**src/rtl/mul_unit.sv**
```systemverilog
// rtl/mul_unit.sv - iterative shift-add multiplier with register-file write-back
module mul_unit #(
  parameter int WIDTH   = 16,
  parameter int REGBITS = 4
) (
  input  logic               clk,
  input  logic               reset,
  input  logic               start,
  input  logic               signed_op,
  input  logic               hi_en,
  input  logic [WIDTH-1:0]   a,
  input  logic [WIDTH-1:0]   b,
  input  logic [REGBITS-1:0] dst,
  output logic               busy,
  output logic               done,
  output logic               regwrite,
  output logic [REGBITS-1:0] wa,
  output logic [WIDTH-1:0]   wd
);

  localparam int CW = $clog2(WIDTH + 1);

  typedef enum logic [1:0] {IDLE, RUN, WR_LO, WR_HI} state_t;

  state_t               state_q, state_d;
  logic [2*WIDTH-1:0]   mcand_q, mcand_d;
  logic [WIDTH-1:0]     mplier_q, mplier_d;
  logic [2*WIDTH-1:0]   prod_q, prod_d;
  logic [CW-1:0]        count_q, count_d;
  logic [REGBITS-1:0]   dst_q, dst_d;
  logic                 hi_en_q, hi_en_d;
  logic                 neg_q, neg_d;
  logic                 busy_q, busy_d;
  logic                 done_q, done_d;
  logic                 regwrite_q, regwrite_d;
  logic [REGBITS-1:0]   wa_q, wa_d;
  logic [WIDTH-1:0]     wd_q, wd_d;

  logic [WIDTH-1:0]     mag_a, mag_b;
  logic [2*WIDTH-1:0]   sum, result;

  // Next-state, datapath step and registered write-port values
  always_comb begin
    state_d    = state_q;
    mcand_d    = mcand_q;
    mplier_d   = mplier_q;
    prod_d     = prod_q;
    count_d    = count_q;
    dst_d      = dst_q;
    hi_en_d    = hi_en_q;
    neg_d      = neg_q;
    busy_d     = 1'b0;
    done_d     = 1'b0;
    regwrite_d = 1'b0;
    wa_d       = '0;
    wd_d       = '0;

    // Magnitudes: the most negative value maps onto itself, which is correct
    // once read as an unsigned WIDTH-bit number.
    mag_a = (signed_op && a[WIDTH-1]) ? (~a + WIDTH'(1)) : a;
    mag_b = (signed_op && b[WIDTH-1]) ? (~b + WIDTH'(1)) : b;

    sum    = prod_q + (mplier_q[0] ? mcand_q : '0);
    result = neg_q ? (~sum + (2*WIDTH)'(1)) : sum;

    case (state_q)
      IDLE: begin
        if (start) begin
          mcand_d  = {{WIDTH{1'b0}}, mag_a};
          mplier_d = mag_b;
          neg_d    = signed_op & (a[WIDTH-1] ^ b[WIDTH-1]);
          prod_d   = '0;
          count_d  = '0;
          dst_d    = dst;
          hi_en_d  = hi_en;
          busy_d   = 1'b1;
          state_d  = RUN;
        end
      end
      RUN: begin
        busy_d   = 1'b1;
        prod_d   = sum;
        mcand_d  = mcand_q << 1;
        mplier_d = mplier_q >> 1;
        count_d  = count_q + CW'(1);
        // Last step folds the sign fix-up in so the low word is ready for WR_LO.
        if (count_q == CW'(WIDTH - 1)) begin
          prod_d     = result;
          state_d    = WR_LO;
          regwrite_d = 1'b1;
          wa_d       = dst_q;
          wd_d       = result[WIDTH-1:0];
          done_d     = ~hi_en_q;
        end
      end
      WR_LO: begin
        if (hi_en_q) begin
          state_d    = WR_HI;
          busy_d     = 1'b1;
          regwrite_d = 1'b1;
          wa_d       = dst_q + REGBITS'(1);
          wd_d       = prod_q[2*WIDTH-1:WIDTH];
          done_d     = 1'b1;
        end else begin
          state_d = IDLE;
        end
      end
      WR_HI: begin
        state_d = IDLE;
      end
      default: begin
        state_d = IDLE;
      end
    endcase
  end

  // State and output registers with synchronous reset
  always_ff @(posedge clk) begin
    if (reset) begin
      state_q    <= IDLE;
      mcand_q    <= '0;
      mplier_q   <= '0;
      prod_q     <= '0;
      count_q    <= '0;
      dst_q      <= '0;
      hi_en_q    <= 1'b0;
      neg_q      <= 1'b0;
      busy_q     <= 1'b0;
      done_q     <= 1'b0;
      regwrite_q <= 1'b0;
      wa_q       <= '0;
      wd_q       <= '0;
    end else begin
      state_q    <= state_d;
      mcand_q    <= mcand_d;
      mplier_q   <= mplier_d;
      prod_q     <= prod_d;
      count_q    <= count_d;
      dst_q      <= dst_d;
      hi_en_q    <= hi_en_d;
      neg_q      <= neg_d;
      busy_q     <= busy_d;
      done_q     <= done_d;
      regwrite_q <= regwrite_d;
      wa_q       <= wa_d;
      wd_q       <= wd_d;
    end
  end

  assign busy     = busy_q;
  assign done     = done_q;
  assign regwrite = regwrite_q;
  assign wa       = wa_q;
  assign wd       = wd_q;

endmodule

```
**config.mk**
```make
export PLATFORM = sky130hd
export DESIGN_NAME = mul_unit
export DESIGN_NICKNAME = d
export VERILOG_FILES = /design/src/rtl/mul_unit.sv
export SDC_FILE = /design/constraint.sdc
export NUM_CORES = 1
export LEC_CHECK = 0
export CORE_ASPECT_RATIO = 0.75
export CORE_MARGIN = 4
export CORE_UTILIZATION = 45
export CTS_CLUSTER_SIZE = 25
export DETAILED_ROUTE_END_ITERATION = 8
export PLACE_DENSITY = 0.65
export RECOVER_POWER = 25
export SLEW_MARGIN = 20
export SYNTH_ARGS = -nofsm -noshare
export SYNTH_HDL_FRONTEND = slang
export SYNTH_SLANG_ARGS = --single-unit
```
**constraint.sdc**
```tcl
create_clock -name clk -period 4.2 [get_ports clk]
set_input_delay 0.42 -clock clk [delete_from_list [all_inputs] [get_ports clk]]
set_output_delay 0.42 -clock clk [all_outputs]
set_load 0.01 [all_outputs]
```
# Word level (Yosys, flattened, before mapping)
# Index checks and enable logic that the tools add are counted.
[word_totals]
ff_bits = 116
wordCells = 68
[classes]
n_addsub = 6
eq_ne = 6
mux = 30
bitwise = 6
reduce_logical = 7
[op_table]
columns = ["cell", "n"]
rows = [
  ["$mux 32", 5],
  ["$pmux 32 s2", 2],
  ["$mux 16", 5],
  ["$pmux 16 s2", 2],
  ["$add 16x1->16 const B", 2],
  ["$add 32x1->32 const B", 1],
  ["$add 32x32->32", 1],
  ["$not 16->16", 2],
  ["$not 32->32", 1],
  ["$pmux 5 s2", 1],
  ["$mux 4", 2],
  ["$pmux 2 s4", 1],
  ["$pmux 4 s2", 1],
  ["$mux 2", 3],
  ["$reduce_and 2->1", 3],
  ["$add 5x1->5 const B", 1],
  ["$eq 5x4->1 const B", 1],
  ["$mux 5", 1],
  ["$add 4x1->4 const B", 1],
  ["$eq 2x2->1 const B", 2],
  ["$mux 1", 4],
  ["$ne 2x2->1 const B", 2],
  ["$pmux 1 s2", 2],
  ["$pmux 1 s3", 1],
  ["other kinds (7)", 8],
]

# Longest topological paths before layout
# Gate-level depths: netlist (run 1).
[depth]
word_depth = 7
ltp_mapped = 16
mapped_depth_nobuf = 14

# Least setup slack after synthesis (run 1)
# OpenSTA, ideal clock, no wires.
[synth_timing]
kind = "register to register"
start = "reg mplier_q[0]"
end = "reg prod_q[25]"
t_arrival_ns = 3.502
required_time_ns = 4.068
path_slack_ns = 0.566
stages_incl_launch_ff = 16
n_path_buf = 1
period_less_slack_ns = 3.634
path_cell_list = "dfxtp_1 > clkbuf_1 > and2_1 > ha_1 > inv_1 > fa_1 > nand2b_1 > a21oi_1 > xor2_1 > or3_1 > nor4_2 > nand4_1 > or4_1 > nor4_2 > mux2i_1 > a21oi_1"
[synth_via]
elab_chain_cells = 7
[synth_rtl]
columns = ["item", "line", "source"]
rows = [
  ["from (decl)", "27", "logic [WIDTH-1:0] mplier_q, mplier_d;"],
  ["from (signal assigned)", "136", "mplier_q <= mplier_d;"],
  ["$mux 32 (*)", "63", "sum = prod_q + (mplier_q[0] ? mcand_q : '0);"],
  ["$add 32x32->32 (*)", "63", ""],
  ["$not 32->32", "64", "result = neg_q ? (~sum + (2*WIDTH)'(1)) : sum;"],
  ["$add 32x1->32", "64", ""],
  ["$mux 32", "64", ""],
  ["$mux 32 (*)", "87", "if (count_q == CW'(WIDTH - 1)) begin"],
  ["$pmux 32 s2 (*)", "66", "case (state_q)"],
  ["to (signal assigned)", "137", "prod_q <= prod_d;"],
  ["to (decl)", "28", "logic [2*WIDTH-1:0] prod_q, prod_d;"],
]
# Every way passes the cells marked *; elsewhere a longest branch is shown, timed or not.
# A chain may end at the register's enable or synchronous reset.

# Worst setup path after layout (run 1)
[layout_timing]
start = "reg mplier_q[0]"
end = "reg prod_q[28]"
# Same word-level chain as after synthesis.

==> results of run 1 <==
==> layer usage <==
metal	global-route usage, %	vias to the layer above
li1	-	3669
met1	34.9	3477
met2	29.0	305
met3	5.81	20
met4	5.37	0
met5	0	-
==> synthesized netlist by cell type, drive strengths merged, types with 2 or more instances <==
cell type / number / share of area [%]
a211oi: 12 / 1.3
a21boi: 4 / 0.43
a21o: 10 / 0.96
a21oi: 63 / 4.4
a221o: 3 / 0.38
a221oi: 7 / 0.86
a222oi: 28 / 3.6
a22o: 16 / 1.8
a22oi: 44 / 4.2
a311oi: 4 / 0.45
a31oi: 7 / 0.56
a32oi: 2 / 0.22
a41oi: 5 / 0.56
and2: 45 / 3.6
buf: 8 / 0.59
clkbuf: 51 / 2.4
dfxtp: 116 / 30
ha: 41 / 6.5
inv: 22 / 1.1
mux2i: 5 / 0.64
nand2: 95 / 4.5
nand2b: 7 / 0.56
nand3: 14 / 0.89
nand4: 17 / 1.7
nor2: 131 / 6.3
nor2b: 3 / 0.24
nor3: 18 / 1.2
nor4: 9 / 1.2
o211ai: 3 / 0.29
o21a: 3 / 0.29
o21ai: 46 / 3.0
o21bai: 5 / 0.48
o31ai: 11 / 1.1
o41ai: 3 / 0.34
or3: 10 / 0.80
or4: 4 / 0.43
xnor2: 61 / 6.9
xor2: 30 / 3.4
==> flip-flops by register name, summed over array words and instances, names as in the netlist <==
name,cells
mcand_q,32
prod_q,32
mplier_q,16
wd,16
count_q,5
dst_q,4
wa,4
state_q,2
busy,1
done,1
hi_en_q,1
neg_q,1
regwrite,1
==> per-stage QoR <==
| step | area (um2) | util, % | power [mW] |
|---|---|---|---|
| after floorplan | 7840 | - | 2.37 |
| after global placement | 8600 | 50.8 | 2.78 |
| after detailed placement | 8600 | 50.8 | 2.79 |
| after CTS | 9220 | 54.5 | 4.29 |
| after global routing | 9220 | 54.4 | 4.52 |
| final | 9220 | 54.4 | 4.28 |
==> layout make-up <==
class | count | share of cell area (%)
inverter | 22 | 0.896
clock buffer | 19 | 4.81
timing repair buffer | 73 | 7.70
multi-input combinational | 784 | 56.6
tap | 215 | 2.92
sequential | 116 | 25.2
clock inverter | 13 | 1.87
==> critical path: cells and delay by family, from the launching register on <==
| kind | cells | cell delay, ps |
|---|---|---|
| compound gates | 6 | 1500 |
| xor+xnor | 2 | 410 |
| fa+ha+maj | 1 | 440 |
| buf+inv | 1 | 170 |
| flops | 1 | 340 |
| simple gates | 3 | 850 |
==> kinds of logic after synthesis <==
family / count (synthesis)
compound gates: 287
fa+ha+maj: 42
xor+xnor: 91
flops: 116
buf+inv: 81
mux: 6
simple gates: 358
==> cell usage in the layout, fill, tap and decap left out, types with 22 or more instances in the layout <==
cell and instances:
a21oi_1 57, a222oi_1 28, a22oi_1 44, and2_1 44, clkdlybuf4s50_1 39, dfxtp_1 116
dlygate4sd3_1 23, ha_1 41, inv_1 22, nand2_1 95, nor2_1 127, o21ai_0 40
xnor2_1 60, xor2_1 30
==> where the power goes <==
part | total [mW] | leakage [nW] | internal [mW] | switching [mW]
clock | 1.50 | 0.287 | 0.956 | 0.542
combinational | 1.46 | 2.31 | 0.506 | 0.949
sequential | 1.33 | 0.940 | 1.22 | 0.105
total | 4.28 | 3.54 | 2.68 | 1.60
==> worst min path at each step <==
stage                startpoint           to  slack, ps
floorplan           mplier_q[1]  mplier_q[1]        430
global placement    mplier_q[1]  mplier_q[1]        440
detailed placement  mplier_q[1]  mplier_q[1]        450
CTS                       reset  mcand_q[28]        410
global route              reset  mcand_q[23]        450
finish                    reset  mcand_q[22]        430
==> results.yml, run 1 <==
setup_path:
  cp.arrival_ps: 4130
  crit_chain: "buf_12 > and2_1 > ha_1 > a21oi_2 > o21ai_0 > nor3_2 > a211oi_1 > o22ai_1 > xnor2_1 > nor4_2 > a41oi_1 > xor2_1 > a22o_1"
  worstSetupEndpoint: "prod_q[28]"
  crit_start: "mplier_q[0]"
  crit_type: "flop to flop"
  cp_slowest_stage_delay_ps: 580
  endpoint_kind: "flop"
  crit_fanout: 31
  r2r_setup_slack_ps: 390
  worst_path_max_delay_cell: "nor4_2"
  rr_endpoint: "prod_q[28]"
  cp.required_ps: 4520
  critPathLaunchType: "flop"
  reg2reg_from: "mplier_q[0]"
  reg2reg_depth: 13
synth:
  syn_nets: 1064
  synth_cells: 981
  synth_area_mm2: 0.00784
  async_flop_share_pct: 0
  ys.flop_type: "dfxtp_1"
  synth_top_family_by_area: "compound AO/OA/AOI/OAI gates"
  synth-seq-cells: 116
  synthSimpleGateAreaFrac_pct: 22.0
  synth-compound-area-share_pct: 26.4
  seq_area_frac_synth_pct: 29.6
  synthMuxAreaShare_pct: 0.782
  synth_cell_types: 75
  synth_area_per_cell_um2: 7.99
  yosysWarnings: 0
  synth_fa_ha_area_share_pct: 6.80
  synth-xor-area-share_pct: 10.3
  synth-edff-count: 0
cts:
  cts.clk_slew.worst_paths_ps: 60
  cts_num_sinks: 116
  cts_made_buffers: 17
  postCtsSetupRepairBufs: 0
  insertion_delay_ps: 420
  cts_tree: "done"
  clockBufferDepth: 2
  cts_hold_buf: 0
  cts_root_buf: "clkbuf_16"
  cts_max_level: 4
  cts_resized: 0
sta:
  finalWorstSetupSlack_ps: 391
  hold_viol: 0
  fin_tns_setup_ps: 0
  tightestPinTransition_ps: 1030
  fin_crit_ps: 3810
  rsz0062_at_grt: "no"
  drv_slew: 0
  max_freq_mhz: 263
  finalCritPeriodShare_pct: 90.7
  finalSetupViolCount: 0
  hold_slack_ps: 433
  skew_ps: 13.9
  relSlewSlack_pct: 31.4
grt:
  gr-total-overflow: 0
  antenna_found_initial: 0
  grt.total_usage_pct: 22.1
  grt_start_max_net_pins: 68
  grt_pass1_wl_um: 34800
  grt_pass1_vias: 6446
routing:
  dr_wl_met2_um: 8610
  vias_per_cell: 6.02
  drcViolationCount: 0
  ant_nets: 0
  dr.pass1.iters: 6
  routedWlPerCell_um: 17.8
  top_layer: "met4"
  wl_um: 22100
  wl_met3_um: 2000
  initialDrtViolationCount: 929
  num_vias: 7471
  drt-met1-wl_um: 11300
place:
  port_buffers: 63
  place_congestion: 0.951
  post-place-ws_ps: 440
  dp_cells: 1210
  dp_hpwl_um: 16600
power_and_ir_drop:
  leakagePower_nw: 3.54
  power_density_mw_per_mm2: 464
  peakVddDrop_mv: 0.333
cells_and_area:
  fillers: 1601
  area_growth_pct: 17.6
  insertedDiodeCount: 0
  multi_input_area_mm2: 0.00522
  drive_gt1_share_pct: 7.01
  seq_area_mm2: 0.00232
  nets: 1097
  stdcell_count: 1242
die:
  start_util_pct: 46.3
  row_count: 41
  die_x_um: 160
  placeableCoreArea_mm2: 0.0169
  ioPinCount: 64
  die-area_mm2: 0.0196
  die_h_um: 122
run_status:
  outcome: "finished clean"
run:
  max_cap_viol_count: 0
hold_path:
  hold_path.class: "input port to flop"
  holdPathStages: 2
(Power assumes the default switching activity.)
==> run 2: changes to the inputs <==
SETUP_SLACK_MARGIN = 0.15   (was not set)
==> run 2 against run 1 <==
Effect of this change:
- cell count is the same
- global-route usage is the same
- worst setup slack worse by 8.5 ps
- die area unchanged
- non-clock buffer count unchanged
- power grew 0.74%
- count of clock-buffer cells in the layout unchanged
- first-iteration DRC count decreased by 2.2%
- clock skew down 1.1 ps
- register-to-register slack hardly changed
- sequential share of layout area shrank 0.12 points
- critical endpoint is now prod_q[25]
- largest cell class unchanged
==> results.yml, run 2 (synthesis results as in run 1) <==
run_status:
  outcome: "finished clean"
cells_and_area:
  area_growth_pct: 18.2
  layout_common_cells: "127 x nor2_1, 116 x dfxtp_1, 95 x nand2_1"
  stdcell_count: 1242
  reg.largest.list: "mcand_q: 32 flops, prod_q: 32 flops"
  mostFrequentLayoutCell: "nor2_1"
  nets: 1097
  final_util_pct: 54.7
  drive_gt1_share_pct: 7.40
  insertedDiodeCount: 0
power_and_ir_drop:
  switchingPower_mw: 1.61
  power_density_mw_per_mm2: 465
  peakVddDrop_mv: 0.333
  seq_power_share_pct: 30.8
  clkPwrFrac_pct: 34.8
  p_comb_share_pct: 34.4
  leakagePower_nw: 3.56
  p_int_mw: 2.70
  switching_share_pct: 37.4
routing:
  initialDrtViolationCount: 909
  drcViolationCount: 0
  dr.pass1.iters: 7
  ant_nets: 0
  num_vias: 7494
  wl_um: 22200
  routedWlPerCell_um: 17.9
  vias_per_cell: 6.03
cts:
  cts_hold_buf: 0
  cts.clk_slew.worst_paths_ps: 60
  cts_max_level: 4
  cts_root_buf: "clkbuf_16"
  cts_num_sinks: 116
  cts_tree: "done"
  cts_made_buffers: 17
  clockBufferDepth: 2
  insertion_delay_ps: 420
hold_path:
  hp-start: "reset"
  holdPathStages: 2
  min_to: "mcand_q[22]"
  hold_path.class: "input port to flop"
sta:
  tightestPinTransition_ps: 1020
  drv_slew: 0
  fin_tns_setup_ps: 0
  relSlewSlack_pct: 31.7
  finalWorstSetupSlack_ps: 383
  max_freq_mhz: 262
  rsz0062_at_grt: "yes"
  fin_crit_ps: 3820
  skew_ps: 12.9
  finalSetupViolCount: 0
  finalCritPeriodShare_pct: 90.9
  hold_viol: 0
die:
  start_util_pct: 46.3
  die_h_um: 122
  die_x_um: 160
  row_count: 41
  placeableCoreArea_mm2: 0.0169
  die-area_mm2: 0.0196
  ioPinCount: 64
setup_path:
  crit_fanout: 31
  reg2reg_depth: 14
  cp.required_ps: 4490
  endpoint_kind: "flop"
  cp.arrival_ps: 4110
  reg2reg_from: "mplier_q[0]"
  r2r_setup_slack_ps: 380
  critPathLaunchType: "flop"
  rr_endpoint: "prod_q[25]"
  crit_type: "flop to flop"
place:
  post-place-ws_ps: 440
  dp_cells: 1210
  dp_hpwl_um: 16600
  port_buffers: 63
  place_congestion: 0.951
grt:
  busiest_layer: "met1"
  grt_pass1_vias: 6446
  met2_usage_pct: 29.0
  gr-total-overflow: 0
  grt_pass1_wl_um: 34800
  grt.total_usage_pct: 22.1
  grt_start_max_net_pins: 68
  met1_usage_pct: 34.9
  grt_use_met3_pct: 5.81
  antenna_found_initial: 0
run:
  max_cap_viol_count: 0
run 2: per-stage QoR:
| stage | total power, mW | area [um2] | hold slack (ps) |
|---|---|---|---|
| after floorplan | 2.37 | 7840 | 432 |
| after global placement | 2.78 | 8600 | 438 |
| after detailed placement | 2.79 | 8600 | 454 |
| after CTS | 4.29 | 9220 | 415 |
| after global routing | 4.54 | 9260 | 448 |
| final | 4.31 | 9260 | 429 |
run 2: final cells by class:
class	instances	area [um2]
Sequential cell	116	2320
Clock buffer	19	443
Clock inverter	13	173
Multi-Input combinational cell	784	5260
Inverter	22	82.6
Fill cell	1595	7670
Tap cell	215	269
Timing Repair Buffer	73	709
run 2: what timing repair did:
action                                  in CTS  in global routing
gates resized for setup                      0                  6
endpoints found under the setup margin       0                  8
buffers inserted                             0                  0
run 2: worst max path at each step:
stage / from / to / cells after the start / slack, ps
floorplan: mplier_q[0] / prod_q[25] / 15 / 570
global placement: mplier_q[0] / prod_q[31] / 13 / 450
detailed placement: mplier_q[0] / prod_q[25] / 14 / 440
CTS: mplier_q[0] / prod_q[25] / 14 / 430
global route: mplier_q[0] / prod_q[31] / 13 / 110
finish: mplier_q[0] / prod_q[25] / 14 / 380
run 2: power by group through the flow:
stage	Combinational, mW	Sequential, mW	Clock (mW)
after global placement	1.44	1.34	0
final	1.48	1.33	1.50
after floorplan	1.06	1.30	0
after CTS	1.45	1.32	1.52
after detailed placement	1.44	1.34	0
after global routing	1.63	1.34	1.57
run 2: routing by layer:
metal	wire, um	vias up
met5	0	-
met4	158	0
met3	2020	14
met2	8690	308
met1	11300	3499
li1	-	3673
run 2: worst max-delay path, stage by stage, from the launching register on:
cell,delay [ps]
dfxtp_1,390
buf_12,190
nand2_1,100
inv_1,70
ha_1,230
a211oi_2,310
o211ai_1,300
a21oi_1,280
o21bai_1,140
xnor2_2,380
nand4_4,190
or4_1,560
nor4_2,230
mux2i_1,240
a21oi_1,80
==> run 3: changes to the inputs <==
SETUP_SLACK_MARGIN = not set   (was 0.15)
==> results of run 3 <==
The final DEF is identical to that of run 1; final timing and power are the same.
